`src/rtl/axis_2_ppfifo_pack_if.sv`:
```
// Signal bundle between an AXI-stream source, axis_2_ppfifo_pack and a ping-pong FIFO write port.
// The slave modport is the packer's view; the master modport is the stream/FIFO side.
interface axis_2_ppfifo_pack_if #(
    parameter int DATA_WIDTH = 32,
    parameter int PACK       = 2
);
    logic                       i_axi_valid;
    logic                       o_axi_ready;
    logic [DATA_WIDTH-1:0]      i_axi_data;
    logic                       i_axi_last;
    logic [1:0]                 i_ppfifo_rdy;
    logic [1:0]                 o_ppfifo_act;
    logic [23:0]                i_ppfifo_size;
    logic                       o_ppfifo_stb;
    logic [DATA_WIDTH*PACK:0]   o_ppfifo_data;

    modport slave (
        input  i_axi_valid, i_axi_data, i_axi_last, i_ppfifo_rdy, i_ppfifo_size,
        output o_axi_ready, o_ppfifo_act, o_ppfifo_stb, o_ppfifo_data
    );

    modport master (
        output i_axi_valid, i_axi_data, i_axi_last, i_ppfifo_rdy, i_ppfifo_size,
        input  o_axi_ready, o_ppfifo_act, o_ppfifo_stb, o_ppfifo_data
    );
endinterface

```
`src/rtl/axis_2_ppfifo_pack.sv`:
```
// Packs PACK AXI-stream beats (LSB lane first) into one ping-pong FIFO word whose MSB is the last flag.
// Define AXIS_PPFIFO_TIMEOUT_EN to flush a partially filled buffer after TIMEOUT_CYCLES idle cycles.
module axis_2_ppfifo_pack #(
    parameter int DATA_WIDTH     = 32,
    parameter int PACK           = 2,
    parameter int TIMEOUT_CYCLES = 256
) (
    input  logic                clk,
    input  logic                rst,
    axis_2_ppfifo_pack_if.slave bus
);
    localparam int LANE_W = (PACK > 1) ? $clog2(PACK) : 1;
    localparam int WORD_W = DATA_WIDTH * PACK;

    if (PACK < 1 || PACK > 8) begin : g_pack_check
        $error("axis_2_ppfifo_pack: PACK must be in 1..8");
    end
    if (TIMEOUT_CYCLES < 1) begin : g_timeout_check
        $error("axis_2_ppfifo_pack: TIMEOUT_CYCLES must be positive");
    end

    typedef enum logic [1:0] {IDLE, ACTIVE, RELEASE} state_t;

    state_t              state_q;
    logic [1:0]          act_q;
    logic                stb_q;
    logic [WORD_W:0]     data_q;
    logic [23:0]         count_q;
    logic [LANE_W-1:0]   lane_q;
    logic [WORD_W-1:0]   lanes_q;

    logic [WORD_W-1:0]   lanes_d;
    logic [23:0]         count_d;
    logic                ready;
    logic                accept;
    logic                word_done;
    logic                timed_out;

`ifdef AXIS_PPFIFO_TIMEOUT_EN
    localparam int TO_W = $clog2(TIMEOUT_CYCLES + 1);
    logic [TO_W-1:0] idle_q;
    assign timed_out = (idle_q == TO_W'(TIMEOUT_CYCLES));
`else
    assign timed_out = 1'b0;
`endif

    assign ready     = (state_q == ACTIVE) && (count_q < bus.i_ppfifo_size) && !timed_out;
    assign accept    = ready && bus.i_axi_valid;
    assign word_done = accept && ((lane_q == LANE_W'(PACK - 1)) || bus.i_axi_last);
    assign count_d   = count_q + 24'd1;

    // Lanes above the current index are always zero, so the merged value is the finished word.
    always_comb begin
        lanes_d = lanes_q;
        lanes_d[lane_q*DATA_WIDTH +: DATA_WIDTH] = bus.i_axi_data;
    end

    // NOTE: all state here is updated with <= so every branch reads the pre-edge values.
    always_ff @(posedge clk) begin
        if (rst) begin
            state_q <= IDLE;
            act_q   <= '0;
            stb_q   <= 1'b0;
            data_q  <= '0;
            count_q <= '0;
            lane_q  <= '0;
            // NOTE: the lane store is reset so a packet cut by reset never leaks into the next word.
            lanes_q <= '0;
`ifdef AXIS_PPFIFO_TIMEOUT_EN
            idle_q  <= '0;
`endif
        end else begin
            stb_q <= 1'b0;
            case (state_q)
                IDLE: begin
                    if (bus.i_ppfifo_rdy != 2'b00) begin
                        act_q   <= bus.i_ppfifo_rdy[0] ? 2'b01 : 2'b10;
                        count_q <= '0;
                        lane_q  <= '0;
                        state_q <= ACTIVE;
`ifdef AXIS_PPFIFO_TIMEOUT_EN
                        idle_q  <= '0;
`endif
                    end
                end
                ACTIVE: begin
`ifdef AXIS_PPFIFO_TIMEOUT_EN
                    if (accept)
                        idle_q <= '0;
                    else if ((count_q != 24'd0 || lane_q != '0) && !timed_out)
                        idle_q <= idle_q + 1'b1;
`endif
                    if (word_done) begin
                        stb_q   <= 1'b1;
                        data_q  <= {bus.i_axi_last, lanes_d};
                        count_q <= count_d;
                        lane_q  <= '0;
                        lanes_q <= '0;
                        if (count_d == bus.i_ppfifo_size || bus.i_axi_last)
                            state_q <= RELEASE;
                    end else if (accept) begin
                        lanes_q <= lanes_d;
                        lane_q  <= lane_q + 1'b1;
                    end else if (count_q >= bus.i_ppfifo_size) begin
                        // Zero-sized (or shrunk) buffer: hand it straight back.
                        act_q   <= '0;
                        state_q <= RELEASE;
                    end
`ifdef AXIS_PPFIFO_TIMEOUT_EN
                    else if (timed_out) begin
                        if (lane_q != '0) begin
                            stb_q   <= 1'b1;
                            data_q  <= {1'b0, lanes_q};
                            count_q <= count_d;
                        end
                        lane_q  <= '0;
                        lanes_q <= '0;
                        state_q <= RELEASE;
                    end
`endif
                end
                RELEASE: begin
                    act_q   <= '0;
                    state_q <= IDLE;
                end
                default: state_q <= IDLE;
            endcase
        end
    end

    assign bus.o_axi_ready   = ready;
    assign bus.o_ppfifo_act  = act_q;
    assign bus.o_ppfifo_stb  = stb_q;
    assign bus.o_ppfifo_data = data_q;
endmodule

```
`src/flat_wrapper.sv`:
```
// flat-port wrapper written by rule: the top's interface ports become plain ports
module axis_2_ppfifo_pack_flat 
#(
    parameter int DATA_WIDTH     = 32,
    parameter int PACK           = 2,
    parameter int TIMEOUT_CYCLES = 256
)
  (clk, rst, bus_i_axi_valid, bus_i_axi_data, bus_i_axi_last, bus_i_ppfifo_rdy, bus_i_ppfifo_size, bus_o_axi_ready, bus_o_ppfifo_act, bus_o_ppfifo_stb, bus_o_ppfifo_data);
  axis_2_ppfifo_pack_if #(.DATA_WIDTH(DATA_WIDTH), .PACK(PACK)) bus_i ();
  input  logic clk;
  input  logic rst;
  input wire logic [$bits(bus_i.i_axi_valid)-1:0] bus_i_axi_valid;
  input wire logic [$bits(bus_i.i_axi_data)-1:0] bus_i_axi_data;
  input wire logic [$bits(bus_i.i_axi_last)-1:0] bus_i_axi_last;
  input wire logic [$bits(bus_i.i_ppfifo_rdy)-1:0] bus_i_ppfifo_rdy;
  input wire logic [$bits(bus_i.i_ppfifo_size)-1:0] bus_i_ppfifo_size;
  output wire logic [$bits(bus_i.o_axi_ready)-1:0] bus_o_axi_ready;
  output wire logic [$bits(bus_i.o_ppfifo_act)-1:0] bus_o_ppfifo_act;
  output wire logic [$bits(bus_i.o_ppfifo_stb)-1:0] bus_o_ppfifo_stb;
  output wire logic [$bits(bus_i.o_ppfifo_data)-1:0] bus_o_ppfifo_data;
  assign bus_i.i_axi_valid = bus_i_axi_valid;
  assign bus_i.i_axi_data = bus_i_axi_data;
  assign bus_i.i_axi_last = bus_i_axi_last;
  assign bus_i.i_ppfifo_rdy = bus_i_ppfifo_rdy;
  assign bus_i.i_ppfifo_size = bus_i_ppfifo_size;
  assign bus_o_axi_ready = bus_i.o_axi_ready;
  assign bus_o_ppfifo_act = bus_i.o_ppfifo_act;
  assign bus_o_ppfifo_stb = bus_i.o_ppfifo_stb;
  assign bus_o_ppfifo_data = bus_i.o_ppfifo_data;
  axis_2_ppfifo_pack #(.DATA_WIDTH(DATA_WIDTH), .PACK(PACK), .TIMEOUT_CYCLES(TIMEOUT_CYCLES)) u_core (.clk(clk), .rst(rst), .bus(bus_i));
endmodule
```
`config.mk`:
```
export PLATFORM = sky130hd
export DESIGN_NAME = axis_2_ppfifo_pack_flat
export DESIGN_NICKNAME = d
export VERILOG_FILES = /design/src/rtl/axis_2_ppfifo_pack_if.sv /design/src/rtl/axis_2_ppfifo_pack.sv /design/src/flat_wrapper.sv
export SDC_FILE = /design/constraint.sdc
export NUM_CORES = 1
export LEC_CHECK = 0
export CORE_MARGIN = 3
export CORE_UTILIZATION = 30
export DETAILED_ROUTE_END_ITERATION = 16
export PLACE_DENSITY = 0.53
export SETUP_SLACK_MARGIN = 0.05
export SLEW_MARGIN = 10
export SYNTH_ARGS = -nofsm -noshare
export SYNTH_HDL_FRONTEND = slang
export SYNTH_SLANG_ARGS = --single-unit
```
`constraint.sdc`:
```
create_clock -name clk -period 2.76 [get_ports clk]
set_clock_uncertainty 0.1 [all_clocks]
set_input_delay 0.552 -clock clk [delete_from_list [all_inputs] [get_ports clk]]
set_output_delay 0.552 -clock clk [all_outputs]
set_load 0.02 [all_outputs]
```
==> results of run 1 <==
[metal layers]
metal	track usage, %	vias up	wire length, um
li1	-	3725	-
met4	5.14	0	457
met5	0	-	0
met2	28.1	206	12700
met3	3.02	33	1140
met1	24.5	3636	13300
[worst paths after layout]
path                                  end  slack, ns  cells after the start             startpoint
max                       bus_o_axi_ready      -0.06                     11  bus_i_ppfifo_size[20]
min                    u_core.count_q[21]       0.25                      2                    rst
max reg2reg  u_core.bus.o_ppfifo_data[16]       0.02                     14     u_core.count_q[21]
min reg2reg             u_core.lanes_q[3]       0.35                      2      u_core.lanes_q[3]
[kinds of logic after synthesis]
logic type | count (synthesis)
adders and majority gates | 28
and+or+nand+nor | 312
muxes | 70
AOI/OAI and AO/OA | 193
xor gates and xnor gates | 32
DFF | 159
buffers and inverters | 101
[cell usage after synthesis (19+ instances only)]
master | instances | area share [%]
a21oi_1 | 61 | 4.0
ha_1 | 28 | 4.6
a211oi_1 | 65 | 6.4
and3_1 | 37 | 3.0
mux2i_1 | 68 | 8.9
o21ai_0 | 24 | 1.6
nor3_1 | 19 | 1.2
inv_1 | 35 | 1.7
dfxtp_1 | 159 | 41
nor2_1 | 90 | 4.4
clkbuf_1 | 55 | 2.7
nand2_1 | 60 | 2.9
xnor2_1 | 26 | 3.0
nand3_1 | 48 | 3.1
[power groups by stage]
stage | logic (W) | registers, W | clock network [W]
3_3_place_gp | 0.00238 | 0.00271 | 0
5_1_grt | 0.00315 | 0.00274 | 0.00254
4_1_cts | 0.00249 | 0.00267 | 0.00244
6_report | 0.00296 | 0.00271 | 0.00238
3_5_place_dp | 0.00239 | 0.00271 | 0
2_1_floorplan | 0.00108 | 0.00289 | 0
[worst reg2reg max path: cells and delay by family, from the launching register on]
kind | cells | cell delay [ns]
flops | 1 | 0.37
simple gates | 4 | 0.53
buf+inv | 7 | 1.13
compound gates | 2 | 0.21
fa+ha+maj | 1 | 0.26
[area by class of cell]
| class | count | area (um2) |
|---|---|---|
| Clock buffer | 17 | 425 |
| Clock inverter | 15 | 170 |
| Fill cell | 2280 | 12300 |
| Inverter | 35 | 134 |
| Multi-Input combinational cell | 635 | 5210 |
| Sequential cell | 159 | 3230 |
| Tap cell | 324 | 405 |
| Timing Repair Buffer | 292 | 2880 |
[metrics by stage]
stage	instance area [um2]	setup TNS, ns	power, W	hold WS (ns)	instances
floorplan	7700	0	0.00398	0.332	895
global placement	10100	-114.61	0.00510	0.337	1399
detailed placement	10100	-118.62	0.00510	0.344	1399
CTS	11100	-0.0575	0.00760	0.241	1445
global route	12500	-2.59	0.00843	0.252	1477
finish	12500	-0.0618	0.00805	0.251	1477
[flip-flops by register name (all words and copies together) (netlist names)]
name,flops
u_core.count_q,24
u_core.bus.o_ppfifo_data,65
u_core.bus.o_ppfifo_stb,1
u_core.bus.o_ppfifo_act,2
u_core.state_q,2
u_core.lanes_q,64
u_core.lane_q,1
[repair_timing]
| item | CTS | global route |
|---|---|---|
| gates cloned | 0 | 12 |
| pin swaps | 33 | 50 |
| setup buffers | 14 | 21 |
| endpoints found under the setup margin | 160 | 152 |
| resized for setup | 102 | 240 |
==> flow_metrics.env, run 1 <==
export IMPL_outcome="finished with violations"
export IMPL_violations="setup timing"
export IMPL_dp_hpwl_um=16500
export IMPL_intPower_w=0.00513
export IMPL_synth_top_family_by_area="simple AND/OR/NAND/NOR gates"
export IMPL_synth_seq_area_share_pct=41.5
export IMPL_cp_start_kind="primary input"
export IMPL_worst_pin_slew_ns=1.26
export IMPL_vias=7600
export IMPL_crit_path_end_kind="primary output"
export IMPL_numCtsBuffers=17
export IMPL_pwr_share_clk_pct=29.6
export IMPL_avgRoutedWirePerCell_um=18.7
export IMPL_layout_common_cells="dfxtp_1, buf_4, clkdlybuf4s50_1, mux2i_1, nand2_1"
export IMPL_arrival_ns=2.17
export IMPL_area_delta_synth_final_pct=62.3
export IMPL_synth_compound_area_share_pct=16.3
export IMPL_synthMuxAreaShare_pct=9.16
export IMPL_pre_cts_slack_ns=-1.04
export IMPL_drv_slew=0
export IMPL_synth_adder_area_share_pct=4.56
export IMPL_ir_worst_vdd_mv=0.398
export IMPL_die_w_um=166
export IMPL_ant_nets=0
export IMPL_min_period_over_period_pct=102
export IMPL_seq_power_share_pct=33.6
export IMPL_wl_um=27600
export IMPL_max_stage_delay_ns=0.31
export IMPL_gp_congestion=0.907
export IMPL_h_tree_depth=4
export IMPL_drcViolationCount=0
export IMPL_ys_warn_count=0
export IMPL_dieArea_mm2=0.0275
export IMPL_clkSlewWorstSetupHoldPaths_ns=0.08
export IMPL_gr_usage_all_layers_pct=17.6
export IMPL_crit_top_cell="inv_2"
export IMPL_gr_total_overflow=0
export IMPL_path_delay_family="buffers and inverters"
export IMPL_netlist_area_mm2=0.00768
export IMPL_syn_num_nets=985
export IMPL_antenna_found_initial=0
export IMPL_holdCritPathClass="primary input to flop"
export IMPL_power_per_cell_area_mw_per_mm2=646
export IMPL_rows=57
export IMPL_first_pass_iters=5
export IMPL_finalHoldViolations=0
export IMPL_p_sw_share_pct=36.2
export IMPL_worstPathCellList="dlygate4sd2_1 > inv_2 > ha_4 > nand4_1 > nor3_1 > a222oi_1 > buf_4 > and2_4 > nand2_4 > inv_2 > buf_6"
export IMPL_yosysUniqueCellTypes=54
export IMPL_crit_slowest_cell="a222oi_1"
export IMPL_grt_max_degree=69
export IMPL_max_cap_violations=0
export IMPL_drive_above_1_share_pct=35.6
export IMPL_synthSimpleGateAreaFrac_pct=19.8
export IMPL_ys_seq_elements=159
export IMPL_die_y_um=166
export IMPL_setup_viol=1
export IMPL_async_reset_ff_share_pct=0
export IMPL_maxSlewHeadroom_pct=16.2
export IMPL_netlist_instances=895
export IMPL_drtIter0Drc=456
export IMPL_fin_nets=1230
export IMPL_post_route_util_pct=50.3
export IMPL_clockBufferDepth=2
export IMPL_leakagePower_nw=4.60
export IMPL_core_area_mm2=0.0247
export IMPL_max_clock_freq_mhz=354
export IMPL_period_minus_slack_ns=2.82
export IMPL_syn_area_per_cell_um2=8.58
export IMPL_crit_type="primary input to primary output"
export IMPL_synth_ff_type="dfxtp_1"
export IMPL_synthXorXnorAreaFrac_pct=3.65
export IMPL_synth_edff_count=0
export IMPL_cts_hold_buf=0
export IMPL_cts_root_buf="clkbuf_16"
export IMPL_grt_first_pass_wirelength_um=39400
export IMPL_grt_pass1_vias=7120
export IMPL_switchingPower_w=0.00291
export IMPL_finalWorstSetupSlack_ns=-0.0618
export IMPL_cts_tree="yes"
export IMPL_rsz0062_at_grt="yes"
export IMPL_insertion_delay_ns=0.43
export IMPL_via_per_inst=5.15
export IMPL_power_frac_comb_pct=36.8
export IMPL_io_pins=131
export IMPL_diodes=0
export IMPL_final_common_cell="dfxtp_1"
export IMPL_portBuffers=130
export IMPL_start_util_pct=31.0
export IMPL_cts_sinks=159
export IMPL_cp_num_buf_inv=5
export IMPL_path_max_fanout=3
export IMPL_required_ns=2.11
Power figures use the tool's default switching activity.
==> inputs of run 2 (changes only) <==
==> constraint.sdc (replaced) <==
create_clock -name clk -period 2.3 [get_ports clk]
set_clock_uncertainty 0.1 [all_clocks]
set_input_delay 0.575 -clock clk [delete_from_list [all_inputs] [get_ports clk]]
set_output_delay 0.575 -clock clk [all_outputs]
set_load 0.02 [all_outputs]
==> run 2 against run 1 <==
The run still ends with setup timing left. Routed wire length grew 5.3%. Clock power grew 22%. Sequential power rose by 21%. First-iteration DRC count rose by 2.6%. Critical path type is now flop to primary output. Critical endpoint unchanged. Largest power group unchanged.
==> flow_metrics.env, run 2 (synthesis results as in run 1) <==
export IMPL_outcome="finished with violations"
export IMPL_violations="setup timing"
export IMPL_numCtsBuffers=17
export IMPL_drcViolationCount=0
export IMPL_grt_pass1_vias=8103
export IMPL_cts_tree="yes"
export IMPL_insertion_delay_ns=0.43
export IMPL_whs_ns=0.351
export IMPL_clkSlewWorstSetupHoldPaths_ns=0.07
export IMPL_drive_above_1_share_pct=51.6
export IMPL_switchingPower_w=0.00390
export IMPL_setup_viol=160
export IMPL_cp_start_kind="flop"
export IMPL_avgRoutedWirePerCell_um=18.8
export IMPL_finalWorstSetupSlack_ns=-0.527
export IMPL_maxSlewHeadroom_pct=34.2
export IMPL_gr_usage_all_layers_pct=20.1
export IMPL_max_cap_violations=0
export IMPL_dp_hpwl_um=17600
export IMPL_largest_reg_flops=65
export IMPL_gp_congestion=0.849
export IMPL_rrSetupSlack_ns=-0.47
export IMPL_wl_um=29100
export IMPL_vias=7987
export IMPL_rows=57
export IMPL_grt_max_degree=59
export IMPL_r2r_end="u_core.bus.o_ppfifo_data[59]"
export IMPL_layout_common_cells="buf_4, dfxtp_1, clkdlybuf4s50_1, mux2i_1, a211oi_2"
export IMPL_io_pins=131
export IMPL_rsz0062_at_grt="yes"
export IMPL_drv_slew=0
export IMPL_whs_endpoint="u_core.count_q[10]"
export IMPL_required_ns=1.62
export IMPL_ir_worst_vdd_mv=0.508
export IMPL_h_tree_depth=4
export IMPL_post_route_util_pct=57.7
export IMPL_power_per_cell_area_mw_per_mm2=759
export IMPL_total_power_w=0.0108
export IMPL_whs_path_depth=2
export IMPL_r2r_cells=14
export IMPL_via_per_inst=5.17
export IMPL_final_common_cell="buf_4"
export IMPL_cp_num_buf_inv=3
export IMPL_cts_root_buf="clkbuf_16"
export IMPL_diodes=0
export IMPL_grt_first_pass_wirelength_um=45000
export IMPL_fin_nets=1299
export IMPL_finalHoldViolations=0
export IMPL_seq_power_share_pct=30.2
export IMPL_regToRegStartpoint="u_core.count_q[23]"
export IMPL_worstPathCellList="ha_4 > a21oi_4 > o21ai_2 > a222oi_1 > buf_4 > and2_4 > nand2_2 > inv_2 > buf_6"
export IMPL_p_sw_share_pct=36.0
export IMPL_max_stage_delay_ns=0.37
export IMPL_crit_path_end_kind="primary output"
export IMPL_crit_start="u_core.count_q[11]"
export IMPL_first_pass_iters=5
export IMPL_ant_nets=0
export IMPL_crit_slowest_cell="dfxtp_4"
export IMPL_clockBufferDepth=2
export IMPL_path_max_fanout=3
export IMPL_area_delta_synth_final_pct=86.0
export IMPL_pwr_share_clk_pct=26.7
export IMPL_worst_pin_slew_ns=0.987
export IMPL_hold_start="rst"
export IMPL_intPower_w=0.00694
export IMPL_die_w_um=166
export IMPL_arrival_ns=2.15
export IMPL_leakagePower_nw=5.21
export IMPL_min_period_over_period_pct=123
export IMPL_crit_type="flop to primary output"
export IMPL_period_minus_slack_ns=2.83
export IMPL_portBuffers=130
export IMPL_holdCritPathClass="primary input to flop"
export IMPL_core_area_mm2=0.0247
export IMPL_start_util_pct=31.0
export IMPL_pre_cts_slack_ns=-1.49
export IMPL_dieArea_mm2=0.0275
export IMPL_max_clock_freq_mhz=354
export IMPL_antenna_found_initial=0
export IMPL_gr_total_overflow=0
export IMPL_path_delay_family="compound AO/OA/AOI/OAI gates"
export IMPL_die_y_um=166
export IMPL_power_frac_comb_pct=43.1
export IMPL_drtIter0Drc=468
export IMPL_cts_sinks=159
## run 2: final cells by class
cell class | instances | area [um2]
fillers | 2097 | 10500
multi-input cells | 635 | 5990
repair buffers | 361 | 3870
flip-flops and latches | 159 | 3240
clock buffers | 17 | 425
well taps | 324 | 405
inverters | 35 | 179
clock inverters | 15 | 165
## run 2: per-stage QoR
stage               std cells  TNS, ns  instance area (um2)
floorplan                 895   -21.92                 8560
global placement         1438  -181.00                11100
detailed placement       1438  -185.81                11100
CTS                      1534   -54.04                13600
global route             1546   -74.48                14300
finish                   1546   -55.80                14300
## run 2: routing by layer
layer	track usage (%)	up-vias	share of wire [%]
met5	0	-	0
met1	27.0	3896	45
met2	33.9	190	49
met3	3.69	34	4.4
li1	-	3867	-
met4	4.41	0	1.6
## run 2: worst max-delay path by stage
| stage | end | depth (start not counted) | slack, ns |
|---|---|---|---|
| after detailed placement | bus_o_axi_ready | 10 | -1.49 |
| final | bus_o_axi_ready | 9 | -0.53 |
| after global placement | bus_o_axi_ready | 10 | -1.45 |
| after global routing | bus_o_axi_ready | 11 | -0.65 |
| after CTS | bus_o_axi_ready | 9 | -0.51 |
| after floorplan | u_core.count_q[16] | 11 | -0.32 |
## run 2: power by group through the flow
stage               clock [W]  combinational (W)  sequential (W)
detailed placement          0            0.00330         0.00325
global route          0.00307            0.00493         0.00331
global placement            0            0.00329         0.00326
CTS                   0.00294            0.00437         0.00325
finish                0.00290            0.00467         0.00328
floorplan                   0            0.00161         0.00347
## run 2: what timing repair did
| action | CTS | global route |
|---|---|---|
| setup buffers | 43 | 28 |
| setup endpoints to repair | 160 | 160 |
| pin swaps | 87 | 97 |
| resized for setup | 291 | 204 |
| hold buffers | 0 | 0 |
| cloned | 21 | 1 |
==> inputs of run 3 (changes only) <==
- CORE_ASPECT_RATIO: not set -> 0.9
- CORE_UTILIZATION: 30 -> 42
- PLACE_DENSITY: 0.53 -> 0.69
==> run 3 against run 2 <==
The run still ends with setup timing left. Highest routed layer unchanged. Critical path depth rose by 1. Global-route usage rose by 9.1 points. Non-clock buffer count fell by 23. Maximum frequency fell by 0.54%. Largest power group unchanged. Clock-buffer cell count rose by 3. Sequential share of layout area rose by 0.50 points. Utilization rose by 20 points. Cell area fell by 2.7%. Sequential power barely moved. First-iteration DRC count rose by 56%. Hold slack improved by 0.0080 ns. Routed wire length rose by 8.6%.
==> flow_metrics.env, run 3 (synthesis results as in run 1) <==
export IMPL_outcome="finished with violations"
export IMPL_violations="setup timing"
export IMPL_crit_slowest_cell="nor4_4"
export IMPL_h_tree_depth=4
export IMPL_drcViolationCount=0
export IMPL_via_per_inst=5.93
export IMPL_fin_setup_tns_ns=-57.72
export IMPL_seq_power_share_pct=30.3
export IMPL_dieArea_mm2=0.0199
export IMPL_first_pass_iters=8
export IMPL_total_power_w=0.0109
export IMPL_grt_max_degree=86
export IMPL_power_per_cell_area_mw_per_mm2=785
export IMPL_numCtsBuffers=17
export IMPL_layout_common_cells="dfxtp_1, buf_4, clkdlybuf4s50_1, mux2i_1, a211oi_2"
export IMPL_final_common_cell="dfxtp_1"
export IMPL_drv_slew=0
export IMPL_finalHoldViolations=0
export IMPL_avgRoutedWirePerCell_um=21.9
export IMPL_cts_hold_buf=0
export IMPL_drive_above_1_share_pct=51.5
export IMPL_cts_sinks=159
export IMPL_required_ns=1.62
export IMPL_gr_total_overflow=0
export IMPL_cts_tree="yes"
export IMPL_whs_ns=0.359
export IMPL_fin_nets=1277
export IMPL_cts_root_buf="clkbuf_16"
export IMPL_gr_usage_all_layers_pct=29.2
export IMPL_io_pins=131
export IMPL_holdCritPathClass="flop to flop"
export IMPL_pwr_share_clk_pct=26.7
export IMPL_rows=46
export IMPL_antenna_found_initial=1
export IMPL_intPower_w=0.00700
export IMPL_wl_um=31600
export IMPL_path_delay_family="simple AND/OR/NAND/NOR gates"
export IMPL_vias=8546
export IMPL_post_route_util_pct=78.1
export IMPL_maxSlewHeadroom_pct=42.7
export IMPL_max_stage_delay_ns=0.36
export IMPL_clockBufferDepth=2
export IMPL_core_area_mm2=0.0178
export IMPL_grt_pass1_vias=8155
export IMPL_arrival_ns=2.17
export IMPL_grt_first_pass_wirelength_um=45800
export IMPL_worstPathCellList="clkdlybuf4s15_2 > inv_2 > ha_4 > nand4_1 > buf_4 > nor4_4 > o31ai_4 > nand2_2 > inv_2 > buf_6"
export IMPL_die_w_um=149
export IMPL_pre_cts_slack_ns=-1.39
export IMPL_drtIter0Drc=730
export IMPL_portBuffers=130
export IMPL_area_delta_synth_final_pct=81.0
export IMPL_switchingPower_w=0.00391
export IMPL_ant_nets=0
export IMPL_ir_worst_vdd_mv=0.747
export IMPL_cp_num_buf_inv=5
export IMPL_p_sw_share_pct=35.8
export IMPL_largest_reg_flops=65
export IMPL_min_period_over_period_pct=124
export IMPL_gp_congestion=1.05
export IMPL_max_clock_freq_mhz=352
export IMPL_period_minus_slack_ns=2.84
export IMPL_setup_viol=160
export IMPL_leakagePower_nw=5.01
export IMPL_rsz0062_at_grt="yes"
export IMPL_start_util_pct=43.2
export IMPL_power_frac_comb_pct=43.0
export IMPL_finalWorstSetupSlack_ns=-0.542
export IMPL_path_max_fanout=2
export IMPL_clkSlewWorstSetupHoldPaths_ns=0.07
export IMPL_max_cap_violations=0
export IMPL_cp_start_kind="primary input"
export IMPL_insertion_delay_ns=0.43
export IMPL_die_y_um=134
export IMPL_worst_pin_slew_ns=0.851
export IMPL_crit_path_end_kind="primary output"
export IMPL_crit_top_cell="inv_2"
export IMPL_dp_hpwl_um=16700
export IMPL_crit_type="primary input to primary output"
## run 3: power groups by stage
stage                     clock network, W  registers (W)  logic (W)
after floorplan                          0        0.00347    0.00161
final                              0.00292        0.00331    0.00469
after CTS                          0.00291        0.00325    0.00431
after global placement                   0        0.00327    0.00308
after detailed placement                 0        0.00327    0.00310
after global routing               0.00305        0.00333    0.00487
## run 3: what timing repair did
item	in CTS	in global routing
gates resized for setup	342	135
setup buffers	48	7
cloned	22	2
pin swaps	118	30
endpoints found under the setup margin	160	160
## run 3: per-layer routing
layer  vias to the layer above  share of wire [%]  track usage, %
met5                         -                  0               0
met4                         0                3.0            9.70
met3                       100                7.9            6.72
met2                       446                 47            45.5
met1                      4172                 43            40.2
li1                       3828                  -               -
## run 3: path summary, 6_finish.rpt
kind,startpoint,end,slack [ns],depth (start not counted)
max,bus_i_ppfifo_size[17],bus_o_axi_ready,-0.54,10
min reg2reg,u_core.lanes_q[11],u_core.lanes_q[11],0.36,2
max reg2reg,u_core.count_q[2],u_core.state_q[0],-0.54,9
min,u_core.lanes_q[11],u_core.lanes_q[11],0.36,2
## run 3: layout make-up
cell class,instances,area (um2)
multi-input combinational,636,5950
clock buffer,20,467
clock inverter,11,131
fill,1056,3890
timing repair buffer,338,3650
sequential,159,3220
inverter,35,179
antenna,1,2.50
tap,240,300
## run 3: worst register-to-register path: stages, from the launching register on
cell       delay [ns]
dfxtp_2          0.39
buf_4            0.17
and4_1           0.29
nand2_1          0.16
or4_1            0.55
o2bb2ai_1        0.16
nor4_1           0.23
nand4_1          0.23
a21oi_2          0.26
mux2i_1          0.23
## run 3: metrics by stage
step / instance area [um2] / std cells
after floorplan: 8560 / 895
after global placement: 10900 / 1339
after detailed placement: 10900 / 1339
after CTS: 13400 / 1438
after global routing: 13900 / 1440
final: 13900 / 1440
